--- src/rtl/bendlab_seq_ctrl_if.sv ---
// Command/response bus between the Bendlab sequencer and the I2C byte engine.
// The sequencer is the master: it issues byte commands and consumes completions.
interface bendlab_seq_ctrl_if;
    logic       cmd_valid;
    logic       cmd_ready;
    logic [2:0] cmd_op;
    logic [7:0] cmd_wdata;
    logic       rsp_valid;
    logic [7:0] rsp_rdata;
    logic       rsp_nack;

    modport master (
        output cmd_valid, cmd_op, cmd_wdata,
        input  cmd_ready, rsp_valid, rsp_rdata, rsp_nack
    );

    modport slave (
        input  cmd_valid, cmd_op, cmd_wdata,
        output cmd_ready, rsp_valid, rsp_rdata, rsp_nack
    );
endinterface

--- src/rtl/bendlab_seq_ctrl.sv ---
// Bendlab instruction sequencer: fetches 32-bit words from a registered-read ROM,
// decodes them and turns them into I2C byte commands, delays and interrupt waits.
// All outputs are registered; rom_addr and pc are the PC register itself.
module bendlab_seq_ctrl #(
    parameter logic [7:0] START_ADDR = 8'h00
) (
    input  logic                      clk,
    input  logic                      rst_n,
    input  logic                      start,
    input  logic                      abort,
    input  logic                      irq,
    output logic [7:0]                rom_addr,
    input  logic [31:0]               rom_data,
    bendlab_seq_ctrl_if.master        eng,
    output logic                      rd_valid,
    output logic [7:0]                rd_data,
    output logic                      busy,
    output logic                      halted,
    output logic                      err_nack,
    output logic                      err_illegal,
    output logic                      err_timeout,
    output logic [7:0]                pc
);

    typedef enum logic [2:0] {
        S_IDLE,
        S_FETCH,
        S_DECODE,
        S_ISSUE,
        S_WAIT_RSP,
        S_DELAY,
        S_WAIT_IRQ,
        S_HALT
    } state_t;

    localparam logic [3:0] OP_NOP       = 4'd0;
    localparam logic [3:0] OP_START     = 4'd1;
    localparam logic [3:0] OP_WRITE     = 4'd2;
    localparam logic [3:0] OP_READ_ACK  = 4'd3;
    localparam logic [3:0] OP_READ_NACK = 4'd4;
    localparam logic [3:0] OP_STOP      = 4'd5;
    localparam logic [3:0] OP_DELAY     = 4'd6;
    localparam logic [3:0] OP_WAIT_IRQ  = 4'd7;
    localparam logic [3:0] OP_JUMP      = 4'd8;
    localparam logic [3:0] OP_HALT      = 4'd9;

    state_t      state;
    state_t      state_next;
    logic [7:0]  pc_reg;
    logic [7:0]  pc_next;
    logic [19:0] cnt;
    logic [19:0] cnt_next;
    logic [3:0]  ir_op;
    logic [3:0]  ir_op_next;
    logic        err_nack_next;
    logic        err_illegal_next;
    logic        err_timeout_next;
    logic        cmd_load;
    logic        rd_load;

    assign rom_addr = pc_reg;
    assign pc       = pc_reg;

    // Next-state, next-PC, counter and error-flag decisions; abort overrides everything.
    always_comb begin
        state_next       = state;
        pc_next          = pc_reg;
        cnt_next         = cnt;
        ir_op_next       = ir_op;
        err_nack_next    = err_nack;
        err_illegal_next = err_illegal;
        err_timeout_next = err_timeout;
        cmd_load         = 1'b0;
        rd_load          = 1'b0;

        if (abort) begin
            state_next = S_IDLE;
        end else begin
            case (state)
                S_IDLE, S_HALT: begin
                    if (start) begin
                        state_next       = S_FETCH;
                        pc_next          = START_ADDR;
                        err_nack_next    = 1'b0;
                        err_illegal_next = 1'b0;
                        err_timeout_next = 1'b0;
                    end
                end
                S_FETCH: begin
                    state_next = S_DECODE;
                end
                S_DECODE: begin
                    ir_op_next = rom_data[31:28];
                    pc_next    = pc_reg + 8'd1;
                    case (rom_data[31:28])
                        OP_NOP: state_next = S_FETCH;
                        OP_START, OP_WRITE, OP_READ_ACK, OP_READ_NACK, OP_STOP: begin
                            state_next = S_ISSUE;
                            cmd_load   = 1'b1;
                        end
                        OP_DELAY: begin
                            cnt_next   = rom_data[19:0];
                            state_next = (rom_data[19:0] == 20'd0) ? S_FETCH : S_DELAY;
                        end
                        OP_WAIT_IRQ: begin
                            cnt_next   = rom_data[19:0];
                            state_next = S_WAIT_IRQ;
                        end
                        OP_JUMP: begin
                            pc_next    = rom_data[27:20];
                            state_next = S_FETCH;
                        end
                        OP_HALT: state_next = S_HALT;
                        default: begin
                            err_illegal_next = 1'b1;
                            state_next       = S_HALT;
                        end
                    endcase
                end
                S_ISSUE: begin
                    if (eng.cmd_ready) begin
                        state_next = S_WAIT_RSP;
                    end
                end
                S_WAIT_RSP: begin
                    if (eng.rsp_valid) begin
                        if (ir_op == OP_READ_ACK || ir_op == OP_READ_NACK) begin
                            rd_load    = 1'b1;
                            state_next = S_FETCH;
                        end else if (eng.rsp_nack && (ir_op == OP_START || ir_op == OP_WRITE)) begin
                            err_nack_next = 1'b1;
                            state_next    = S_HALT;
                        end else begin
                            state_next = S_FETCH;
                        end
                    end
                end
                S_DELAY: begin
                    if (cnt <= 20'd1) begin
                        state_next = S_FETCH;
                    end else begin
                        cnt_next = cnt - 20'd1;
                    end
                end
                S_WAIT_IRQ: begin
                    if (irq) begin
                        state_next = S_FETCH;
                    end else if (cnt != 20'd0) begin
                        if (cnt == 20'd1) begin
                            err_timeout_next = 1'b1;
                            state_next       = S_HALT;
                        end else begin
                            cnt_next = cnt - 20'd1;
                        end
                    end
                end
                default: state_next = S_IDLE;
            endcase
        end
    end

    // State, datapath and registered outputs; status outputs track the state being entered.
    always_ff @(posedge clk or negedge rst_n) begin
        if (!rst_n) begin
            state         <= S_IDLE;
            pc_reg        <= 8'd0;
            cnt           <= 20'd0;
            ir_op         <= 4'd0;
            err_nack      <= 1'b0;
            err_illegal   <= 1'b0;
            err_timeout   <= 1'b0;
            busy          <= 1'b0;
            halted        <= 1'b0;
            rd_valid      <= 1'b0;
            rd_data       <= 8'd0;
            eng.cmd_valid <= 1'b0;
            eng.cmd_op    <= 3'd0;
            eng.cmd_wdata <= 8'd0;
        end else begin
            state         <= state_next;
            pc_reg        <= pc_next;
            cnt           <= cnt_next;
            ir_op         <= ir_op_next;
            err_nack      <= err_nack_next;
            err_illegal   <= err_illegal_next;
            err_timeout   <= err_timeout_next;
            busy          <= (state_next != S_IDLE) && (state_next != S_HALT);
            halted        <= (state_next == S_HALT);
            eng.cmd_valid <= (state_next == S_ISSUE);
            rd_valid      <= rd_load;
            if (rd_load) begin
                rd_data <= eng.rsp_rdata;
            end
            if (cmd_load) begin
                eng.cmd_op    <= rom_data[30:28];
                eng.cmd_wdata <= rom_data[7:0];
            end
        end
    end

endmodule

--- src/flat_wrapper.sv ---
// flat-port wrapper written by rule: the top's interface ports become plain ports
module bendlab_seq_ctrl_flat 
#(
    parameter logic [7:0] START_ADDR = 8'h00
)
  (clk, rst_n, start, abort, irq, rom_addr, rom_data, rd_valid, rd_data, busy, halted, err_nack, err_illegal, err_timeout, pc, eng_cmd_valid, eng_cmd_op, eng_cmd_wdata, eng_cmd_ready, eng_rsp_valid, eng_rsp_rdata, eng_rsp_nack);
  bendlab_seq_ctrl_if eng_i ();
  input  logic clk;
  input  logic rst_n;
  input  logic start;
  input  logic abort;
  input  logic irq;
  output logic [7:0] rom_addr;
  input  logic [31:0] rom_data;
  output logic rd_valid;
  output logic [7:0] rd_data;
  output logic busy;
  output logic halted;
  output logic err_nack;
  output logic err_illegal;
  output logic err_timeout;
  output logic [7:0] pc;
  output wire logic [$bits(eng_i.cmd_valid)-1:0] eng_cmd_valid;
  output wire logic [$bits(eng_i.cmd_op)-1:0] eng_cmd_op;
  output wire logic [$bits(eng_i.cmd_wdata)-1:0] eng_cmd_wdata;
  input wire logic [$bits(eng_i.cmd_ready)-1:0] eng_cmd_ready;
  input wire logic [$bits(eng_i.rsp_valid)-1:0] eng_rsp_valid;
  input wire logic [$bits(eng_i.rsp_rdata)-1:0] eng_rsp_rdata;
  input wire logic [$bits(eng_i.rsp_nack)-1:0] eng_rsp_nack;
  assign eng_cmd_valid = eng_i.cmd_valid;
  assign eng_cmd_op = eng_i.cmd_op;
  assign eng_cmd_wdata = eng_i.cmd_wdata;
  assign eng_i.cmd_ready = eng_cmd_ready;
  assign eng_i.rsp_valid = eng_rsp_valid;
  assign eng_i.rsp_rdata = eng_rsp_rdata;
  assign eng_i.rsp_nack = eng_rsp_nack;
  bendlab_seq_ctrl #(.START_ADDR(START_ADDR)) u_core (.clk(clk), .rst_n(rst_n), .start(start), .abort(abort), .irq(irq), .rom_addr(rom_addr), .rom_data(rom_data), .eng(eng_i), .rd_valid(rd_valid), .rd_data(rd_data), .busy(busy), .halted(halted), .err_nack(err_nack), .err_illegal(err_illegal), .err_timeout(err_timeout), .pc(pc));
endmodule
--- config.mk ---
export PLATFORM = sky130hd
export DESIGN_NAME = bendlab_seq_ctrl_flat
export DESIGN_NICKNAME = d
export VERILOG_FILES = /design/src/rtl/bendlab_seq_ctrl_if.sv /design/src/rtl/bendlab_seq_ctrl.sv /design/src/flat_wrapper.sv
export SDC_FILE = /design/constraint.sdc
export NUM_CORES = 1
export LEC_CHECK = 0
export CORE_ASPECT_RATIO = 0.8
export CORE_MARGIN = 2
export CORE_UTILIZATION = 39
export CTS_CLUSTER_SIZE = 28
export DETAILED_ROUTE_END_ITERATION = 10
export PLACE_DENSITY = 0.66
export SKIP_LAST_GASP = 1
export SYNTH_ARGS = -nofsm -noshare
export SYNTH_HDL_FRONTEND = slang
export SYNTH_SLANG_ARGS = --single-unit
--- constraint.sdc ---
create_clock -name clk -period 2.65 [get_ports clk]
set_input_delay 0.53 -clock clk [delete_from_list [all_inputs] [get_ports clk]]
set_output_delay 0.53 -clock clk [all_outputs]
set_load 0.05 [all_outputs]
* Yosys cells after proc, flatten, opt, wreduce, memory -nomap -nowiden
Index checks and enable logic that the tools add are counted.
** Operators by class
- $lt $le $gt $ge :: 1
- Add/sub/neg operators :: 2
- Reduce and logical (&&, ||, !) cells :: 24
- Equal/unequal tests :: 35
- Multiplexer cells :: 40
- Bitwise logic cells :: 1
** Operators by type and width (count)
- $mux W20 :: 5
- $pmux W20 S3 :: 1
- $mux W3 :: 11
- $pmux W3 S7 :: 1
- $eq A20 B1 Y1 const B :: 1
- $eq A4 B3 Y1 const B :: 5
- $le A20 B1 Y1 const B :: 1
- $logic_not A20 Y1 :: 1
- $reduce_bool A20 Y1 :: 1
- $sub A20 B1 Y20 const B :: 1
- $eq A4 B2 Y1 const B :: 4
- $mux W8 :: 2
- $ne A2 B2 Y1 const B :: 8
- $pmux W8 S2 :: 1
- $eq A3 B3 Y1 const B :: 5
- $mux W1 :: 15
- $pmux W3 S4 :: 1
- $reduce_and A6 Y1 :: 2
- $reduce_or A10 Y1 :: 1
- $eq A3 B2 Y1 const B :: 3
- $add A8 B1 Y8 const B :: 1
- $eq A4 B1 Y1 const B :: 2
- $eq A4 B4 Y1 const B :: 2
- $reduce_and A7 Y1 :: 1
- other kinds (16) :: 27
** Word-level totals
- Bits of input ports :: 48
- Register bits :: 61
- Word-level logic and storage cells :: 117
- Output and inout bits :: 42

* Logic depth before layout (Yosys ltp)
- Word-level depth :: 10
- Mapped depth :: 10
- Depth with buffers taken out :: 8

* Worst setup path before layout
No wires, ideal clock.
- Path kind :: register to register
- Start :: reg u_core.cnt[0]
- End :: reg u_core.cnt[17]
- Path slack :: 307 ps
- Data required time :: 2524 ps
- Path buffers :: 2
- Setup time :: 126 ps
- Arrival :: 2218 ps
- Stages on the path, launching flop included :: 11
- Period minus slack after synthesis :: 2343 ps
- Cells stage by stage :: dfrtp_1 > inv_1 > ha_1 > or4b_1 > clkbuf_1 > nor4_4 > a32oi_2 > o21ai_4 > buf_6 > a21oi_2 > a2bb2oi_2
** Between the ends
- Word-level cells in the longest chain between the ends :: 5
- Elaborated cells on any way between the ends :: 13
- Classes of those cells :: add/sub (1); order compare (1); eq/ne (4); mux (5); reduce/logical (2)
** RTL lines
- start, declared :: RTL line bendlab_seq_ctrl.sv:51 : logic [19:0] cnt;
- start signal, assigned :: RTL line bendlab_seq_ctrl.sv:182 : cnt <= cnt_next;
- $sub A20 B1 Y20 :: RTL line bendlab_seq_ctrl.sv:142, bendlab_seq_ctrl.sv:153
- $mux W20 :: RTL line bendlab_seq_ctrl.sv:149 : if (cnt == 20'd1) begin
- $mux W20 :: RTL line bendlab_seq_ctrl.sv:148 : end else if (cnt != 20'd0) begin
- $mux W20 :: RTL line bendlab_seq_ctrl.sv:146 : if (irq) begin
- $pmux W20 S3 :: RTL line bendlab_seq_ctrl.sv:79 : case (state)
Parallel ways exist; a longest one is shown, timed or not. The select of a mux whose other input is x is not followed.
A chain may end at the register's enable or synchronous reset.

* Worst setup path in the final report
- Start :: reg u_core.cnt[0]
- End :: reg u_core.cnt[2]
Same word-level chain as after synthesis.

==> report_table.html <==
<table>
<tr><th>Metric</th><th>Value</th></tr>
<tr><th colspan="2">Status</th></tr>
<tr><td>Result of the run</td><td>finished clean</td></tr>
<tr><th colspan="2">Power</th></tr>
<tr><td>Static leakage</td><td>2.07 nW</td></tr>
<tr><td>Clk pwr share</td><td>21.8%</td></tr>
<tr><td>Areal power density over the cells</td><td>1060 nW/um^2</td></tr>
<tr><td>Worst IR Drop VDD</td><td>0.000642 V</td></tr>
<tr><td>Net switching component of the power</td><td>2.18 mW</td></tr>
<tr><td>Switching share of power</td><td>41.7%</td></tr>
<tr><td>Internal power of the cells</td><td>3.05 mW</td></tr>
<tr><td>Sequential Power Share</td><td>31.1%</td></tr>
<tr><td>Combinational cell fraction of total power</td><td>47.1%</td></tr>
<tr><th colspan="2">Worst setup path</th></tr>
<tr><td>Critical path peak fanout</td><td>17</td></tr>
<tr><td>Crit path required time</td><td>2.86 ns</td></tr>
<tr><td>End point of the critical path</td><td>u_core.cnt[2]</td></tr>
<tr><td>Sort of element at the end of the critical path</td><td>register</td></tr>
<tr><td>Depth of the worst register-to-register path</td><td>8</td></tr>
<tr><td>Cell with the biggest individual delay on the critical path</td><td>sky130_fd_sc_hd__or4b_1</td></tr>
<tr><td>Worst setup slack for register-to-register paths</td><td>0.15 ns</td></tr>
<tr><td>Worst setup SP type</td><td>register</td></tr>
<tr><td>R2R Path Start</td><td>u_core.cnt[0]</td></tr>
<tr><td>Category of the most critical setup path</td><td>register to register</td></tr>
<tr><td>Endpoint of the worst-slack reg-to-reg timing path</td><td>u_core.cnt[2]</td></tr>
<tr><td>Cell Chain, Critical Path</td><td>inv_1 &gt; ha_1 &gt; or4b_1 &gt; nor4_4 &gt; a32oi_2 &gt; o21ai_4 &gt; nor2_1 &gt; o22a_1</td></tr>
<tr><td>Worst EP arrival</td><td>2.70 ns</td></tr>
<tr><td>Worst setup path startpoint</td><td>u_core.cnt[0]</td></tr>
<tr><td>Largest stage delay, worst path</td><td>0.52 ns</td></tr>
<tr><th colspan="2">Route</th></tr>
<tr><td>Post-detailed-route wirelength per cell</td><td>15.9 um</td></tr>
<tr><td>Via count</td><td>3171</td></tr>
<tr><td>Post-detailed-route via-to-cell ratio</td><td>5.43</td></tr>
<tr><td>Antenna Nets Post-Route</td><td>0</td></tr>
<tr><td>Router iterations before antenna repair</td><td>4</td></tr>
<tr><td>DRC violations left</td><td>0</td></tr>
<tr><td>1st-iter DRT viols</td><td>241</td></tr>
<tr><td>Total Wirelength</td><td>9.29 mm</td></tr>
<tr><th colspan="2">Global routing</th></tr>
<tr><td>Antenna violations before repair</td><td>0</td></tr>
<tr><td>GR Util met1</td><td>27.0%</td></tr>
<tr><td>Via count of the first global-routing pass</td><td>2991</td></tr>
<tr><td>First-pass GRT wire length</td><td>15.0 mm</td></tr>
<tr><td>Global-route usage over all layers</td><td>18.7%</td></tr>
<tr><td>GR Util met3</td><td>3.73%</td></tr>
<tr><td>Total gr overflow</td><td>0</td></tr>
<tr><td>Most crowded layer after global routing</td><td>met2</td></tr>
<tr><td>Met2 demand-to-capacity share in global routing</td><td>29.6%</td></tr>
<tr><td>Maximum number of pins on one net before global-route repair</td><td>35</td></tr>
<tr><th colspan="2">Finish</th></tr>
<tr><td>Largest register by flop count</td><td>u_core.cnt</td></tr>
<tr><td>Final design utilization</td><td>55.0%</td></tr>
<tr><td>Antenna Cells</td><td>0</td></tr>
<tr><td>Nets</td><td>518</td></tr>
<tr><td>Share of post-route cells with drive strength above 1</td><td>17.1%</td></tr>
<tr><td>Area Overhead vs Synth</td><td>38.2%</td></tr>
<tr><td>Number of non-filler instances in the completed layout</td><td>584</td></tr>
<tr><td>Max FFs per register</td><td>20</td></tr>
<tr><th colspan="2">Timing</th></tr>
<tr><td>Final-layout setup total negative slack</td><td>0 ns</td></tr>
<tr><td>Final number of setup-violating endpoints</td><td>0</td></tr>
<tr><td>Final Hold Vio Count</td><td>0</td></tr>
<tr><td>Pin slew with the least headroom to its limit</td><td>0.710 ns</td></tr>
<tr><td>Timing-limited maximum frequency</td><td>401 MHz</td></tr>
<tr><td>Relative slew slack</td><td>52.6%</td></tr>
<tr><td>Max Slew Vio Count</td><td>0</td></tr>
<tr><td>Fraction of the cycle the final worst path needs</td><td>94.2%</td></tr>
<tr><td>Unrepaired setup endpoints after global routing</td><td>false</td></tr>
<tr><td>Shortest period the worst path allows</td><td>2.50 ns</td></tr>
<tr><td>Worst clock skew</td><td>0.00678 ns</td></tr>
<tr><th colspan="2">Clock network</th></tr>
<tr><td>Hold buffer count at CTS</td><td>0</td></tr>
<tr><td>Clock-pin slew on the worst setup and hold paths</td><td>0.05 ns</td></tr>
<tr><td>Clock tree from TritonCTS</td><td>done</td></tr>
<tr><td>H-tree levels</td><td>3</td></tr>
<tr><td>Root Buffer</td><td>sky130_fd_sc_hd__clkbuf_16</td></tr>
<tr><td>Clk sinks</td><td>61</td></tr>
<tr><td>Num CTS Buffers</td><td>9</td></tr>
<tr><td>Largest buffer count on any clock path</td><td>2</td></tr>
<tr><td>Insertion delay of the later-clocked pin in the worst-skew pair</td><td>0.32 ns</td></tr>
<tr><th colspan="2">Yosys</th></tr>
<tr><td>Main combinational cell family by area after synthesis</td><td>compound AO/OA/AOI/OAI gates</td></tr>
<tr><td>Number of distinct library cells after synthesis</td><td>63</td></tr>
<tr><td>Xor and xnor area share after synthesis</td><td>0.246%</td></tr>
<tr><td>Post-Syn Nets</td><td>423</td></tr>
<tr><td>Adder-cell area share of the yosys netlist</td><td>1.40%</td></tr>
<tr><td>Share of flip-flops with an asynchronous set or reset</td><td>100%</td></tr>
<tr><td>Avg Cell Area, Syn</td><td>9.60 um^2</td></tr>
<tr><td>Count of state elements after synthesis</td><td>61</td></tr>
<tr><td>Leading area contributor after synthesis</td><td>sky130_fd_sc_hd__dfrtp_1</td></tr>
<tr><td>EDFF count, synth</td><td>0</td></tr>
<tr><td>Multiplexer area fraction after synthesis</td><td>9.16%</td></tr>
<tr><td>Sequential-to-total area share from yosys stat</td><td>42.8%</td></tr>
<tr><td>Basic-gate share of the synthesized area counting and, or, nand and nor cells</td><td>19.8%</td></tr>
<tr><td>Portion of synthesized cell area occupied by the leading cell type</td><td>42.8%</td></tr>
<tr><td>Top post-synthesis cells by area</td><td>sky130_fd_sc_hd__dfrtp_1 (43%), sky130_fd_sc_hd__o21ai_0 (6.2%), sky130_fd_sc_hd__mux2_4 (4.2%), sky130_fd_sc_hd__mux2_2 (4.1%), sky130_fd_sc_hd__a21oi_1 (3.8%)</td></tr>
<tr><td>Post-synth design cell area</td><td>3560 um^2</td></tr>
<tr><td>Warning count from the yosys run</td><td>0</td></tr>
<tr><td>Synthesized-area fraction occupied by ao, oa, aoi and oai cells</td><td>20.7%</td></tr>
<tr><td>Synth cell count leaders</td><td>sky130_fd_sc_hd__dfrtp_1 (61), sky130_fd_sc_hd__o21ai_0 (44), sky130_fd_sc_hd__nor2_1 (36)</td></tr>
<tr><td>Instance count of the mapped netlist</td><td>371</td></tr>
<tr><td>Leading cell type by number of instances after synthesis</td><td>sky130_fd_sc_hd__dfrtp_1</td></tr>
<tr><td>Most common flop cell mapped by yosys</td><td>sky130_fd_sc_hd__dfrtp_1</td></tr>
<tr><th colspan="2">Worst hold path</th></tr>
<tr><td>Path class of the lowest-slack min-delay path</td><td>primary input to async pin</td></tr>
<tr><th colspan="2">Placed design</th></tr>
<tr><td>Placed Instances</td><td>569</td></tr>
<tr><td>Detailed-placement wirelength estimate</td><td>6.80 mm</td></tr>
<tr><td>Quantity of I/O buffers inserted on ports</td><td>89</td></tr>
<tr><td>Final estimated routing congestion in global placement</td><td>0.879</td></tr>
<tr><th colspan="2">Floorplan</th></tr>
<tr><td>Starting density of the core</td><td>39.8%</td></tr>
<tr><td>I/O pin total</td><td>90</td></tr>
<tr><td>Number of cell rows</td><td>31</td></tr>
<tr><td>Die ar.</td><td>9920 um^2</td></tr>
<tr><td>Die Span X</td><td>111 um</td></tr>
<tr><td>Placeable Area</td><td>8960 um^2</td></tr>
<tr><td>Overall die height</td><td>89.5 um</td></tr>
<tr><th colspan="2">Job</th></tr>
<tr><td>Maximum Capacitance Violations</td><td>0</td></tr>
</table>
power groups by stage:
stage / logic, mW / clock network, mW / registers, mW
global placement: 2.41 / 0 / 1.62
detailed placement: 2.46 / 0 / 1.63
floorplan: 1.06 / 0 / 2.22
finish: 2.47 / 1.14 / 1.63
CTS: 2.46 / 1.16 / 1.62
global route: 2.65 / 1.20 / 1.68
how the worst min path moves through the flow:
stage	startpoint	endpoint	cells after the start
5_1_grt	rst_n	u_core.cnt[16]	1
2_1_floorplan	rst_n	u_core.busy	0
3_3_place_gp	u_core.err_illegal	u_core.err_illegal	2
3_5_place_dp	u_core.err_timeout	u_core.err_timeout	1
6_report	rst_n	u_core.cnt[14]	1
4_1_cts	rst_n	u_core.state[2]	1
final cells by class:
cell class,instances,area (um^2)
fill,815,4040
clock inverter,4,50.0
sequential,61,1530
inverter,8,30.0
tap,115,144
clock buffer,10,239
multi-input combinational,272,1850
timing repair buffer,114,1090
layer usage:
layer  share of wire (%)  wire (um)  up-vias
met2                  45       4220       88
met3                 5.3        493        9
li1                    -          -     1548
met5                   0          0        -
met1                  48       4490     1526
met4                0.91         85        0
layout by cell type, fill, tap and decap left out, types with 3 or more instances in the layout:
master	netlist	routed
sky130_fd_sc_hd__clkdlybuf4s50_1	0	88
sky130_fd_sc_hd__o22a_1	5	5
sky130_fd_sc_hd__nand2_1	14	14
sky130_fd_sc_hd__mux2_4	10	10
sky130_fd_sc_hd__a31oi_1	4	4
sky130_fd_sc_hd__and3_1	4	4
sky130_fd_sc_hd__o21a_1	7	7
sky130_fd_sc_hd__dfrtp_1	61	61
sky130_fd_sc_hd__nor3b_1	5	5
sky130_fd_sc_hd__o21ai_0	44	44
sky130_fd_sc_hd__a22oi_1	5	5
sky130_fd_sc_hd__nor4_1	9	9
sky130_fd_sc_hd__inv_1	8	8
sky130_fd_sc_hd__mux2_2	13	13
sky130_fd_sc_hd__nand3_1	5	5
sky130_fd_sc_hd__nor3_1	16	16
sky130_fd_sc_hd__a21o_1	4	4
sky130_fd_sc_hd__ha_1	4	4
sky130_fd_sc_hd__nor2_1	36	36
sky130_fd_sc_hd__a21oi_1	27	27
sky130_fd_sc_hd__clkbuf_16	0	9
sky130_fd_sc_hd__or3_1	7	7
sky130_fd_sc_hd__and2_1	3	3
sky130_fd_sc_hd__nor2b_1	5	5
sky130_fd_sc_hd__mux2i_1	3	3
sky130_fd_sc_hd__buf_4	8	24
sky130_fd_sc_hd__o31a_1	3	3
critical path: cells and delay by family, from the launching register on:
family,cells,cell delay [ns]
AOI/OAI and AO/OA,3,0.81
adders and majority gates,1,0.23
buffers and inverters,1,0.12
DFF,1,0.39
and+or+nand+nor,3,0.83
metrics by stage:
step,setup slack [ns],instance area (um^2),hold WS (ns),power [mW]
detailed placement,0.0135,4620,0.485,4.09
CTS,0.00697,4910,0.274,5.25
global route,0.00657,4920,0.309,5.53
global placement,0.128,4620,0.471,4.03
floorplan,0.307,3560,0.234,3.28
finish,0.155,4920,0.259,5.23
cells by family after synthesis:
logic type | count (synthesis)
multiplexers | 26
AND/OR/NAND/NOR | 124
AO/OA/AOI/OAI | 116
XOR/XNOR | 1
adder cells (fa/ha/maj) | 4
buffers and inverters | 39
flip-flops | 61
timing repair:
action,in CTS,in global routing
setup endpoints to repair,0,19
buffers inserted,0,0
gates resized for setup,0,1
(Power assumes the default switching activity.)
==> edit, RTL diff (config.mk and constraints unchanged) <==
Put one more register stage on the output `err_timeout`, cleared by the reset. The value now appears one clock later. The other outputs are not delayed to match.
--- a/src/rtl/bendlab_seq_ctrl.sv
+++ b/src/rtl/bendlab_seq_ctrl.sv
@@ -44,6 +44,8 @@
     localparam logic [3:0] OP_JUMP      = 4'd8;
     localparam logic [3:0] OP_HALT      = 4'd9;
 
+    logic err_timeout_s0;
+
     state_t      state;
     state_t      state_next;
     logic [7:0]  pc_reg;
@@ -69,7 +71,7 @@
         ir_op_next       = ir_op;
         err_nack_next    = err_nack;
         err_illegal_next = err_illegal;
-        err_timeout_next = err_timeout;
+        err_timeout_next = err_timeout_s0;
         cmd_load         = 1'b0;
         rd_load          = 1'b0;
 
@@ -168,7 +170,7 @@
             ir_op         <= 4'd0;
             err_nack      <= 1'b0;
             err_illegal   <= 1'b0;
-            err_timeout   <= 1'b0;
+            err_timeout_s0 <= 1'b0;
             busy          <= 1'b0;
             halted        <= 1'b0;
             rd_valid      <= 1'b0;
@@ -183,7 +185,7 @@
             ir_op         <= ir_op_next;
             err_nack      <= err_nack_next;
             err_illegal   <= err_illegal_next;
-            err_timeout   <= err_timeout_next;
+            err_timeout_s0 <= err_timeout_next;
             busy          <= (state_next != S_IDLE) && (state_next != S_HALT);
             halted        <= (state_next == S_HALT);
             eng.cmd_valid <= (state_next == S_ISSUE);
@@ -198,5 +200,13 @@
         end
     end
 
+    always_ff @(posedge clk or negedge rst_n) begin
+        if (!rst_n) begin
+            err_timeout <= '0;
+        end else begin
+            err_timeout <= err_timeout_s0;
+        end
+    end
+
 endmodule
 
Function: changed (Yosys sat finds a counterexample within 10 cycles, from zero or initial values and one cycle with rst_n low).
==> edit against the unedited design <==
Critical path depth down 3; sequential cell count up 1; global-route usage up 0.62 points; setup slack worse by 0.065 ns; core utilization up 0.67 points; final area up 1.2%; critical endpoint is now u_core.cnt[1]; cell count up 1.9%; power down 5.3%; highest routed layer unchanged; critical path type unchanged; synthesized area down 0.18%; combinational power down 11%; wire length up 1.7%.
==> edit: results (changes against the unedited design) <==
| Metric | Value |
|---|---|
| Run status | `finished, final reports clean (unchanged)` |
| GPL Wtd Cong | `0.872 (was 0.879)` |
| Inverters excl. clock | `5 (was 8)` |
| Filler cells | `809 (was 815)` |
| Commonest cells in the netlist | `dfrtp_1, nand2_1, nor2_1 (was dfrtp_1, o21ai_0, nor2_1)` |
| Nets | `527 (was 518)` |
| Total global-route track usage | `0.194 (was 0.187)` |
| Worst r2r src | `u_core.cnt[16] (was u_core.cnt[0])` |
| Met2 usage | `0.296 (about the same)` |
| Capturing point of the worst reg2reg path | `u_core.cnt[1] (was u_core.cnt[2])` |
| Slowest stage delay, CP | `0.55 ns (was 0.52 ns)` |
| Worst reg-to-reg path cell count | `5 (was 8)` |
| Cell variety after synth | `58 (was 63)` |
| Worst hold slack | `0.140 ns (was 0.259 ns)` |
| Arr. time, crit path | `2.76 ns (was 2.70 ns)` |
| VDD IR max | `0.000676 V (was 0.000642 V)` |
| Area of the multi-input gates | `0.00184 mm2 (was 0.00185 mm2)` |
| Comb power frac | `0.446 (was 0.471)` |
| R2R Setup Slk | `0.09 ns (was 0.15 ns)` |
| Hpwl dp | `7050 um (was 6800 um)` |
| Sequential element share of the synthesized area | `0.436 (was 0.428)` |
| Cell count after synthesis | `377 (was 371)` |
| Vias per inst | `5.58 (was 5.43)` |
| Crit-path slowest cell | `or4_4 (was or4b_1)` |
| Non-CTS buffers | `120 (was 114)` |
| FF+latch area | `0.00155 mm2 (was 0.00153 mm2)` |
| Leak | `2.02 nW (was 2.07 nW)` |
| CP Launch Point | `u_core.cnt[16] (was u_core.cnt[0])` |
| P per Cell Area | `994 mW/mm2 (was 1060 mW/mm2)` |
| P_sw | `2.02 mW (was 2.18 mW)` |
| Crit path max fanout | `6 (was 17)` |
| Final instance area | `0.00498 mm2 (was 0.00492 mm2)` |
| Non-filler cells in the finished layout | `595 (was 584)` |
| Share of layout cells above drive strength 1 | `0.173 (was 0.171)` |
| Cell Count Post-Placement | `579 (was 569)` |
| Area after DPL | `0.00467 mm2 (was 0.00462 mm2)` |
| Synthesized net count | `429 (was 423)` |
| #FFs+latches synth | `62 (was 61)` |
| Multi-input logic cell count | `277 (was 272)` |
| Clock Skew | `0.00473 ns (was 0.00678 ns)` |
| Worst slack, placed | `-0.0166 ns (was 0.0135 ns)` |
| Clock share of power | `0.234 (was 0.218)` |
| Largest net degree at the start of global routing | `31 (was 35)` |
==> edit: how the worst max path moves through the flow <==
stage | endpoint | slack [ns] | depth (start not counted)
after floorplan | u_core.cnt[1] | 0.12 | 6
after global placement | u_core.eng.cmd_wdata[7] | 0.009 | 4
after detailed placement | u_core.eng.cmd_wdata[5] | -0.02 | 4
after CTS | u_core.cnt[14] | 0.06 | 7
after global routing | u_core.eng.cmd_valid | 0.02 | 5
final | u_core.cnt[1] | 0.09 | 5
==> edit: kinds of logic after synthesis <==
group	count (synthesis)	synth area share
and+or+nand+nor	135	0.203
buffers and inverters	38	0.0514
muxes	27	0.0855
DFF	62	0.436
AOI/OAI and AO/OA	110	0.208
adders and majority gates	4	0.0141
xor gates and xnor gates	1	0.00246
==> edit: layer usage <==
layer / wire length (um) / vias to the layer above
met1: 4520 / 1588
met4: 130 / 0
li1: - / 1613
met3: 507 / 12
met2: 4290 / 105
met5: 0 / -
